$ cat config.mk
export PLATFORM = sky130hd
export DESIGN_NAME = mdr_control_unit_flat
export DESIGN_NICKNAME = d
export VERILOG_FILES = /design/src/rtl/mdr_control_unit_pkg.sv /design/src/rtl/mdr_control_unit_if.sv /design/src/rtl/mdr_control_unit_counter.sv /design/src/rtl/mdr_control_unit.sv /design/src/flat_wrapper.sv
export SDC_FILE = /design/constraint.sdc
export NUM_CORES = 1
export LEC_CHECK = 0
export BUFFER_PORTS_ARGS = -buffer_cell sky130_fd_sc_hd__buf_2
export CAP_MARGIN = 20
export CORE_MARGIN = 8
export CORE_UTILIZATION = 45
export DETAILED_ROUTE_END_ITERATION = 16
export GPL_TIMING_DRIVEN = 0
export PLACE_DENSITY = 0.74
export SYNTH_ARGS = -nofsm -noshare
export SYNTH_HDL_FRONTEND = slang
export SYNTH_SLANG_ARGS = --single-unit
$ cat constraint.sdc
create_clock -name clk -period 1.4 [get_ports clk]
set_input_delay 0.14 -clock clk [delete_from_list [all_inputs] [get_ports clk]]
set_output_delay 0.14 -clock clk [all_outputs]
set_load 0.01 [all_outputs]
$ cat src/rtl/mdr_control_unit_pkg.sv
// Shared types for the MDR sequencer: operand width, op codes, FSM states,
// iteration count type and the bundled control-output struct.
package pkg_mdr;

    localparam int DW = 16;
    localparam int CW = $clog2(DW) + 1;

    typedef logic [2:0] t_op;
    localparam t_op OP_MUL  = 3'd0;
    localparam t_op OP_DIV  = 3'd1;
    localparam t_op OP_SQRT = 3'd2;

    typedef enum logic [2:0] {
        S_IDLE,
        S_CLEAN,
        S_WAIT_X,
        S_WAIT_Y,
        S_INIT,
        S_VERIFICATION,
        S_CALCULATION,
        S_READY
    } state_t;

    typedef logic [CW-1:0] count_t;

    typedef struct packed {
        logic   load_x;
        logic   load_y;
        logic   ena_pipo;
        logic   ena_veri;
        logic   ena_mdr_mods;
        logic   clean;
        logic   ovf;
        logic   ready;
        t_op    op_o;
        count_t count;
    } control_t;

    function automatic logic op_valid(input t_op op);
        return op <= OP_SQRT;
    endfunction

    // Last iteration index: square root resolves two radicand bits per step.
    function automatic count_t iter_limit(input t_op op);
        return (op == OP_SQRT) ? count_t'(DW/2 - 1) : count_t'(DW - 1);
    endfunction

endpackage

$ cat src/rtl/mdr_control_unit_if.sv
// Request/control bus between the user interface and the MDR sequencer.
// MDR_ABORT_EN adds the abort request line.
interface mdr_control_unit_if;
    import pkg_mdr::*;

`ifdef MDR_ABORT_EN
    logic   abort;
`endif
    logic   start;
    logic   load;
    t_op    op_i;
    logic   err_i;
    logic   load_x;
    logic   load_y;
    logic   ena_pipo;
    logic   ena_veri;
    logic   ena_mdr_mods;
    t_op    op_o;
    logic   clean;
    logic   ovf;
    logic   ready;
    count_t count;

    modport master (
`ifdef MDR_ABORT_EN
        output abort,
`endif
        output start, load, op_i, err_i,
        input  load_x, load_y, ena_pipo, ena_veri, ena_mdr_mods,
        input  op_o, clean, ovf, ready, count
    );

    modport slave (
`ifdef MDR_ABORT_EN
        input  abort,
`endif
        input  start, load, op_i, err_i,
        output load_x, load_y, ena_pipo, ena_veri, ena_mdr_mods,
        output op_o, clean, ovf, ready, count
    );

endinterface

$ cat src/rtl/mdr_control_unit_counter.sv
// Iteration counter for the MDR sequencer: synchronous clear, enable,
// saturates at the supplied limit and flags it.
module mdr_iter_counter
    import pkg_mdr::*;
(
    input  logic   clk,
    input  logic   rst,
    input  logic   i_clr,
    input  logic   i_en,
    input  count_t i_limit,
    output count_t o_count,
    output logic   o_done
);

    count_t r_count;

    // NOTE: async reset sits in the sensitivity list; state updates use <= so
    // every flop samples pre-edge values regardless of statement order.
    always_ff @(posedge clk or posedge rst) begin
        if (rst) begin
            r_count <= '0;
        end else if (i_clr) begin
            r_count <= '0;
        end else if (i_en && (r_count != i_limit)) begin
            r_count <= r_count + count_t'(1);
        end
    end

    assign o_count = r_count;
    assign o_done  = (r_count == i_limit);

endmodule

$ cat src/rtl/mdr_control_unit.sv
// Sequencing FSM for the multiply/divide/square-root datapath.
// Optional MDR_ABORT_EN: abort returns any busy state to IDLE with a clean pulse.
module mdr_control_unit
    import pkg_mdr::*;
(
    input  logic                clk,
    input  logic                rst,
    mdr_control_unit_if.slave   bus
);

    state_t   r_state;
    t_op      r_op;
    logic     r_ovf;
    logic     r_ready;
    logic     r_clean;
    logic     r_ena_pipo;
    logic     r_ena_veri;
    logic     r_ena_mdr;

    logic     w_abort;
    logic     w_clr;
    logic     w_en;
    logic     w_done;
    count_t   w_count;
    count_t   w_limit;
    control_t w_ctrl;

`ifdef MDR_ABORT_EN
    assign w_abort = bus.abort && (r_state != S_IDLE);
`else
    assign w_abort = 1'b0;
`endif

    assign w_limit = iter_limit(r_op);
    assign w_clr   = (r_state == S_INIT);
    assign w_en    = (r_state == S_CALCULATION);

    mdr_iter_counter u_iter_counter (
        .clk     (clk),
        .rst     (rst),
        .i_clr   (w_clr),
        .i_en    (w_en),
        .i_limit (w_limit),
        .o_count (w_count),
        .o_done  (w_done)
    );

    // Strobes default low each cycle and are raised on the edge entering the
    // state that owns them, so they line up with the registered state.
    always_ff @(posedge clk or posedge rst) begin
        if (rst) begin
            r_state    <= S_IDLE;
            r_op       <= OP_MUL;
            r_ovf      <= 1'b0;
            r_ready    <= 1'b0;
            r_clean    <= 1'b0;
            r_ena_pipo <= 1'b0;
            r_ena_veri <= 1'b0;
            r_ena_mdr  <= 1'b0;
        end else begin
            r_clean    <= 1'b0;
            r_ena_pipo <= 1'b0;
            r_ena_veri <= 1'b0;
            r_ena_mdr  <= 1'b0;
            if (w_abort) begin
                r_state <= S_IDLE;
                r_clean <= 1'b1;
                r_ovf   <= 1'b0;
                r_ready <= 1'b0;
            end else begin
                case (r_state)
                    S_IDLE, S_READY: begin
                        if (bus.start) begin
                            r_state <= S_CLEAN;
                            r_op    <= bus.op_i;
                            r_ovf   <= 1'b0;
                            r_ready <= 1'b0;
                            r_clean <= 1'b1;
                        end
                    end
                    S_CLEAN: r_state <= S_WAIT_X;
                    S_WAIT_X: begin
                        if (bus.load) begin
                            if (r_op == OP_SQRT) begin
                                r_state    <= S_INIT;
                                r_ena_pipo <= 1'b1;
                            end else begin
                                r_state <= S_WAIT_Y;
                            end
                        end
                    end
                    S_WAIT_Y: begin
                        if (bus.load) begin
                            r_state    <= S_INIT;
                            r_ena_pipo <= 1'b1;
                        end
                    end
                    S_INIT: begin
                        r_state    <= S_VERIFICATION;
                        r_ena_veri <= 1'b1;
                    end
                    S_VERIFICATION: begin
                        if (bus.err_i || !op_valid(r_op)) begin
                            r_state <= S_READY;
                            r_ovf   <= 1'b1;
                            r_ready <= 1'b1;
                        end else begin
                            r_state    <= S_CALCULATION;
                            r_ena_mdr  <= 1'b1;
                            r_ena_pipo <= 1'b1;
                        end
                    end
                    S_CALCULATION: begin
                        if (w_done) begin
                            r_state <= S_READY;
                            r_ready <= 1'b1;
                        end else begin
                            r_ena_mdr  <= 1'b1;
                            r_ena_pipo <= 1'b1;
                        end
                    end
                    default: r_state <= S_IDLE;
                endcase
            end
        end
    end

    // NOTE: every field gets a value before any condition, so no latch is inferred.
    always_comb begin
        w_ctrl              = '0;
        w_ctrl.load_x       = bus.load && !w_abort && (r_state == S_WAIT_X);
        w_ctrl.load_y       = bus.load && !w_abort && (r_state == S_WAIT_Y);
        w_ctrl.ena_pipo     = r_ena_pipo;
        w_ctrl.ena_veri     = r_ena_veri;
        w_ctrl.ena_mdr_mods = r_ena_mdr;
        w_ctrl.clean        = r_clean;
        w_ctrl.ovf          = r_ovf;
        w_ctrl.ready        = r_ready;
        w_ctrl.op_o         = r_op;
        w_ctrl.count        = w_count;
    end

    assign bus.load_x       = w_ctrl.load_x;
    assign bus.load_y       = w_ctrl.load_y;
    assign bus.ena_pipo     = w_ctrl.ena_pipo;
    assign bus.ena_veri     = w_ctrl.ena_veri;
    assign bus.ena_mdr_mods = w_ctrl.ena_mdr_mods;
    assign bus.clean        = w_ctrl.clean;
    assign bus.ovf          = w_ctrl.ovf;
    assign bus.ready        = w_ctrl.ready;
    assign bus.op_o         = w_ctrl.op_o;
    assign bus.count        = w_ctrl.count;

endmodule

$ cat src/flat_wrapper.sv
// flat-port wrapper written by rule: the top's interface ports become plain ports
module mdr_control_unit_flat import pkg_mdr::*;
  (clk, rst, bus_start, bus_load, bus_op_i, bus_err_i, bus_load_x, bus_load_y, bus_ena_pipo, bus_ena_veri, bus_ena_mdr_mods, bus_op_o, bus_clean, bus_ovf, bus_ready, bus_count);
  mdr_control_unit_if bus_i ();
  input  logic clk;
  input  logic rst;
  input wire logic [$bits(bus_i.start)-1:0] bus_start;
  input wire logic [$bits(bus_i.load)-1:0] bus_load;
  input wire logic [$bits(bus_i.op_i)-1:0] bus_op_i;
  input wire logic [$bits(bus_i.err_i)-1:0] bus_err_i;
  output wire logic [$bits(bus_i.load_x)-1:0] bus_load_x;
  output wire logic [$bits(bus_i.load_y)-1:0] bus_load_y;
  output wire logic [$bits(bus_i.ena_pipo)-1:0] bus_ena_pipo;
  output wire logic [$bits(bus_i.ena_veri)-1:0] bus_ena_veri;
  output wire logic [$bits(bus_i.ena_mdr_mods)-1:0] bus_ena_mdr_mods;
  output wire logic [$bits(bus_i.op_o)-1:0] bus_op_o;
  output wire logic [$bits(bus_i.clean)-1:0] bus_clean;
  output wire logic [$bits(bus_i.ovf)-1:0] bus_ovf;
  output wire logic [$bits(bus_i.ready)-1:0] bus_ready;
  output wire logic [$bits(bus_i.count)-1:0] bus_count;
  assign bus_i.start = bus_start;
  assign bus_i.load = bus_load;
  assign bus_i.op_i = bus_op_i;
  assign bus_i.err_i = bus_err_i;
  assign bus_load_x = bus_i.load_x;
  assign bus_load_y = bus_i.load_y;
  assign bus_ena_pipo = bus_i.ena_pipo;
  assign bus_ena_veri = bus_i.ena_veri;
  assign bus_ena_mdr_mods = bus_i.ena_mdr_mods;
  assign bus_op_o = bus_i.op_o;
  assign bus_clean = bus_i.clean;
  assign bus_ovf = bus_i.ovf;
  assign bus_ready = bus_i.ready;
  assign bus_count = bus_i.count;
  mdr_control_unit u_core (.clk(clk), .rst(rst), .bus(bus_i));
endmodule
== Yosys cells after proc, flatten, opt, wreduce, memory -nomap -nowiden ==
Cells that the tools add are included.
Cells by class
  eq/ne operators: 15
  shift operators: 0
  bitwise logic cells: 0
  reductions and logical operators: 14
  div/mod/pow operators: 0
  multipliers: 0
  multiplexer cells: 25
  $add $sub $neg: 1
  magnitude comparators: 1
Operators by type and width (count)
  one-hot mux 3 bit (7 select lines): 1
  two-way mux 3 bit: 5
  == test 3 bit, second input constant: 4
  two-way mux 1 bit: 12
  two-way mux 5 bit: 2
  == test 3 x 2 -> 1 bit, second input constant: 3
  AND reduction 4 bit: 2
  inequality test 2 bit, second input constant: 3
  adder 5 x 1 -> 5 bit, second input constant: 1
  == test 5 bit: 1
  inequality test 5 bit: 1
  two-way mux 4 bit: 1
  inequality test 2 x 1 -> 1 bit, second input constant: 2
  one-hot mux 1 bit (2 select lines): 2
  one-hot mux 1 bit (4 select lines): 1
  nonzero test 2 bit: 2
  == test 3 x 1 -> 1 bit, second input constant: 1
  <= comparator 3 x 2 -> 1 bit, second input constant: 1
  logical AND 1 bit: 3
  zero test 3 bit: 1
  one-hot mux 1 bit (3 select lines): 1
  AND reduction 3 bit: 1
  nonzero test 3 bit: 1
  AND reduction 2 bit: 1
  other kinds (3): 3
Storage, ports and cells
  memory bits (read-only): 0
  output and inout port bits: 16
  memories: 0
  latch bits: 0
  input port bits: 8
  memory bits (writable): 0
  bits in registers: 17

== Depth between registers and ports, before layout ==
  depth in word-level cells: 6
  mapped depth: 5
  gate-level depth less buffers: 5

== Hierarchy ==
A second synthesis with hierarchy kept.
Second synthesis, totals
  cell total of the unflattened synthesis: 103
  area total of the unflattened synthesis: 1014.7 um^2
Modules (own cells, without submodules)
  mdr_control_unit: area each 638.1 um^2, cells an instance 62, instances 1, seq. area each 300.3 um^2
  mdr_iter_counter: area each 376.6 um^2, cells an instance 41, instances 1, seq. area each 125.1 um^2

== Least setup slack after synthesis ==
No wires, ideal clock.
  kind: register -> register
  start point: register u_core.u_iter_counter.r_count[0] (netlist: u_core.u_iter_counter.o_count[0])
  end point: register u_core.r_state[0]
  setup slack: -238 ps
  stages on the path, launching flop included: 6
  data arrival time: 1518 ps
  buffers on the path: 0
  cells stage by stage: dfrtp_1 -> ha_1 -> and4b_2 -> mux2i_2 -> nand3_2 -> a31o_1
Between the ends
  cells in the longest elaborated chain, start to end: 3
RTL lines
  start, declared: RTL line mdr_control_unit_counter.sv:15  | count_t r_count;
  start signal, assigned: RTL line mdr_control_unit_counter.sv:25  | r_count <= r_count + count_t'(1);
  == test 5 bit: RTL line mdr_control_unit_counter.sv:30  | assign o_done = (r_count == i_limit);
  inequality test 2 x 1 -> 1 bit (no line)
  AND reduction 4 bit (no line)
  end signal, assigned: RTL line mdr_control_unit.sv:52  | r_state <= S_IDLE;
  end signal, assigned: RTL line mdr_control_unit.sv:66  | r_state <= S_IDLE;
  end signal, assigned: RTL line mdr_control_unit.sv:74  | r_state <= S_CLEAN;
  end, declared: RTL line mdr_control_unit.sv:11  | state_t r_state;
Every way passes these cells.
A chain may end at the register's enable or synchronous reset.

== Final worst setup path ==
  start point: register u_core.u_iter_counter.r_count[1] (netlist: u_core.u_iter_counter.o_count[1])
  end point: register u_core.r_state[0]
Same word-level chain as after synthesis.

==> impl_metrics.json <==
{
  "drv_slew": 0,
  "holdPathEnd": "u_core.bus.op_o[1]",
  "r2r_slack_ps": -130,
  "grt_max_degree": 18,
  "syn_inst": 93,
  "arrival_ps": 1710,
  "hold_slack_ps": 82.38,
  "wl_per_cell_um": 15.16,
  "pwr-share-clk": 0.098,
  "async_reset_ff_frac": 1.000,
  "grt_pass1_vias": 886,
  "p_sw_w": 0.001189,
  "drive_gt1_frac": 0.4385,
  "synthXorXnorAreaFrac": 0,
  "clock_latency_ps": 290,
  "fin_total_pwr_w": 0.002731,
  "track_usage": 0.1404,
  "via_per_inst": 5.726,
  "r2r_cells": 5,
  "cts-root-buf": "clkbuf_4",
  "drt_iter0_markers": 18,
  "fin_ws_ps": -128.2,
  "synth_cell_types": 35,
  "yosysMostFrequentCell": "dfrtp_1",
  "cts_tree": "built",
  "max_slew.worst_pin.slew_ps": 646.0,
  "seq_area_frac_synth": 0.4638,
  "nNetsFinal": 140,
  "synth_mux_area_frac": 0.07367,
  "leakage_nw": 0.6056,
  "fmax_mhz": 654.4,
  "routed_wl_mm": 2.380,
  "io_buffer_count": 23,
  "chipHeight_um": 61.15,
  "diodes": 0,
  "synth_compound_area_frac": 0.1855,
  "hpwl_mm": 1.557,
  "maxCapViolations": 0,
  "ys_ff_latch": 17,
  "ios": 24,
  "place_ws_ps": -231.6,
  "ant_nets": 0,
  "synth.area.top_cells": "dfrtp_1, a21oi_1, nand3_1",
  "path_clk_slew_ps": 100,
  "syn_nets": 102,
  "synth_area_um2": 917.1,
  "syn_avg_cell_area_um2": 9.862,
  "synthToLayoutAreaGrowth_pct": 34.93,
  "die_x_um": 61.15,
  "pwr-share-seq": 0.329,
  "post-route-period-util": 1.092,
  "numCtsBuffers": 3,
  "netlist.area_leader.share": 0.4638,
  "grt.overflow.total": 0,
  "p_sw_frac": 0.4353,
  "hold_viol": 0,
  "rsz0062_at_grt": "yes",
  "power_density_mw_per_mm2": 2207,
  "max-slew-margin-rel": 0.5689,
  "num_vias": 899,
  "synth_top_family_by_area": "simple AND/OR/NAND/NOR gates",
  "start_util": 0.4723,
  "finalCriticalPeriod_ps": 1528,
  "violations": "negative setup slack",
  "r2r-end": "u_core.r_state[0]",
  "hp-start": "bus_op_i[1]",
  "hold_path_class": "in2reg",
  "hold_depth": 2,
  "synth_ff_type": "dfrtp_1",
  "rows": 16,
  "clockBufferDepth": 2,
  "internal_power_w": 0.001542,
  "crit_path_max_fanout": 5,
  "synth-edff-count": 0,
  "path_class": "reg2reg",
  "die_area_mm2": 0.003739,
  "synthTopCellsByCount": "dfrtp_1, a21oi_1, nand3_1",
  "end_kind": "register",
  "setup_viol": 8,
  "drc": 0,
  "required_ps": 1580,
  "post_synth_fa_ha_maj_area_fraction": 0.01364,
  "ys_warn_count": 0,
  "grt_pass1_wl_mm": 3.995,
  "start_kind": "register",
  "gp_congestion": 0.7787,
  "fin_skew_ps": 7.283,
  "clock-sinks": 17,
  "ir_worst_vdd_v": 0.001077,
  "antenna_found_initial": 0,
  "core_region_area_mm2": 0.001942,
  "htreeDepth": 1,
  "drt_pass1_iterations": 4,
  "comb_power_share": 0.574,
  "yosys.area_share.simple": 0.2265,
  "worstReg2RegStart": "u_core.u_iter_counter.o_count[1]",
  "synth_top_cell_by_area": "dfrtp_1",
  "status": "finished, violations left"
}
[metrics by stage]
| stage | area [um^2] | utilization | instances | setup TNS [ps] |
|---|---|---|---|---|
| floorplan | 929.6 | - | 93 | -295.6 |
| global placement | 1079 | 0.5554 | 143 | -1226 |
| detailed placement | 1079 | 0.5554 | 143 | -1407 |
| CTS | 1219 | 0.6276 | 156 | -609.0 |
| global route | 1237 | 0.6372 | 157 | -1558 |
| finish | 1237 | 0.6372 | 157 | -725.8 |
[cells by family (layout without fill, tap and decap cells)]
group / count (synthesis) / count (layout)
mux: 6 / 6
flops: 17 / 17
fa+ha+maj: 1 / 1
buf+inv: 8 / 45
compound gates: 27 / 27
simple gates: 34 / 34
[area by class of cell]
cell class              instances  area (um^2)
multi-input cells              68        499.2
repair buffers                 34        206.4
well taps                      27        33.78
fillers                       171        704.4
flip-flops and latches         17        426.7
clock buffers                   4        26.28
inverters                       4        17.52
plain buffers                   3        27.53
[sequential cells by signal, summed over array words and instances (netlist names)]
register	count
u_core.bus.ena_mdr_mods	1
u_core.bus.ready	1
u_core.r_state	3
u_core.bus.ena_veri	1
u_core.u_iter_counter.o_count	5
u_core.bus.op_o	3
u_core.bus.clean	1
u_core.bus.ena_pipo	1
u_core.bus.ovf	1
[worst max-delay path: stages, from the launching register on]
cell     delay (ps)
dfrtp_1         410
ha_2            200
and4b_2         240
mux2i_4         250
nand3_4         130
a31o_1          190
[repair_timing]
action | 4_1_cts | 5_1_grt
hold endpoints to repair | 17 | 0
setup endpoints to repair | 13 | 15
resized for setup | 11 | 8
cloned | 0 | 0
buffers inserted | 8 | 2
hold buffers | 1 | 0
pin swaps | 5 | 4
[metal layers]
metal / track usage / vias up / routed length [um]
met2: 0.2299 / 44 / 1188
li1: - / 420 / -
met5: 0 / - / 0
met1: 0.1715 / 429 / 991
met4: 0.06977 / 0 / 42
met3: 0.02505 / 6 / 158
[how the worst max path moves through the flow]
stage | start | endpoint | slack, ps | cells past startpoint
5_1_grt | u_core.u_iter_counter.o_count[1] | u_core.r_state[0] | -210 | 5
3_3_place_gp | u_core.bus.op_o[2] | u_core.r_state[0] | -210 | 4
6_report | u_core.u_iter_counter.o_count[1] | u_core.r_state[0] | -130 | 5
4_1_cts | u_core.u_iter_counter.o_count[1] | u_core.r_state[0] | -130 | 5
2_1_floorplan | u_core.u_iter_counter.o_count[0] | u_core.r_state[0] | -100 | 5
3_5_place_dp | u_core.bus.op_o[2] | u_core.r_state[0] | -230 | 4
[power by group through the flow]
stage	Clock [W]	Sequential (W)	Combinational (W)
2_1_floorplan	0	0.000956	0.000840
3_3_place_gp	0	0.000891	0.00126
3_5_place_dp	0	0.000903	0.00129
4_1_cts	0.000271	0.000882	0.00156
5_1_grt	0.000291	0.000926	0.00172
6_report	0.000266	0.000897	0.00157
[cell usage in the layout (no fill, tap or decap), types with 3 or more instances in the layout]
cell type	n
buf_4	10
o21ai_0	6
buf_6	3
clkbuf_4	3
a21oi_1	9
buf_2	23
nand2_1	6
nand3_1	7
mux2_2	3
nor3_1	3
dfrtp_1	16
No activity file was read; power rests on OpenSTA's default activity.
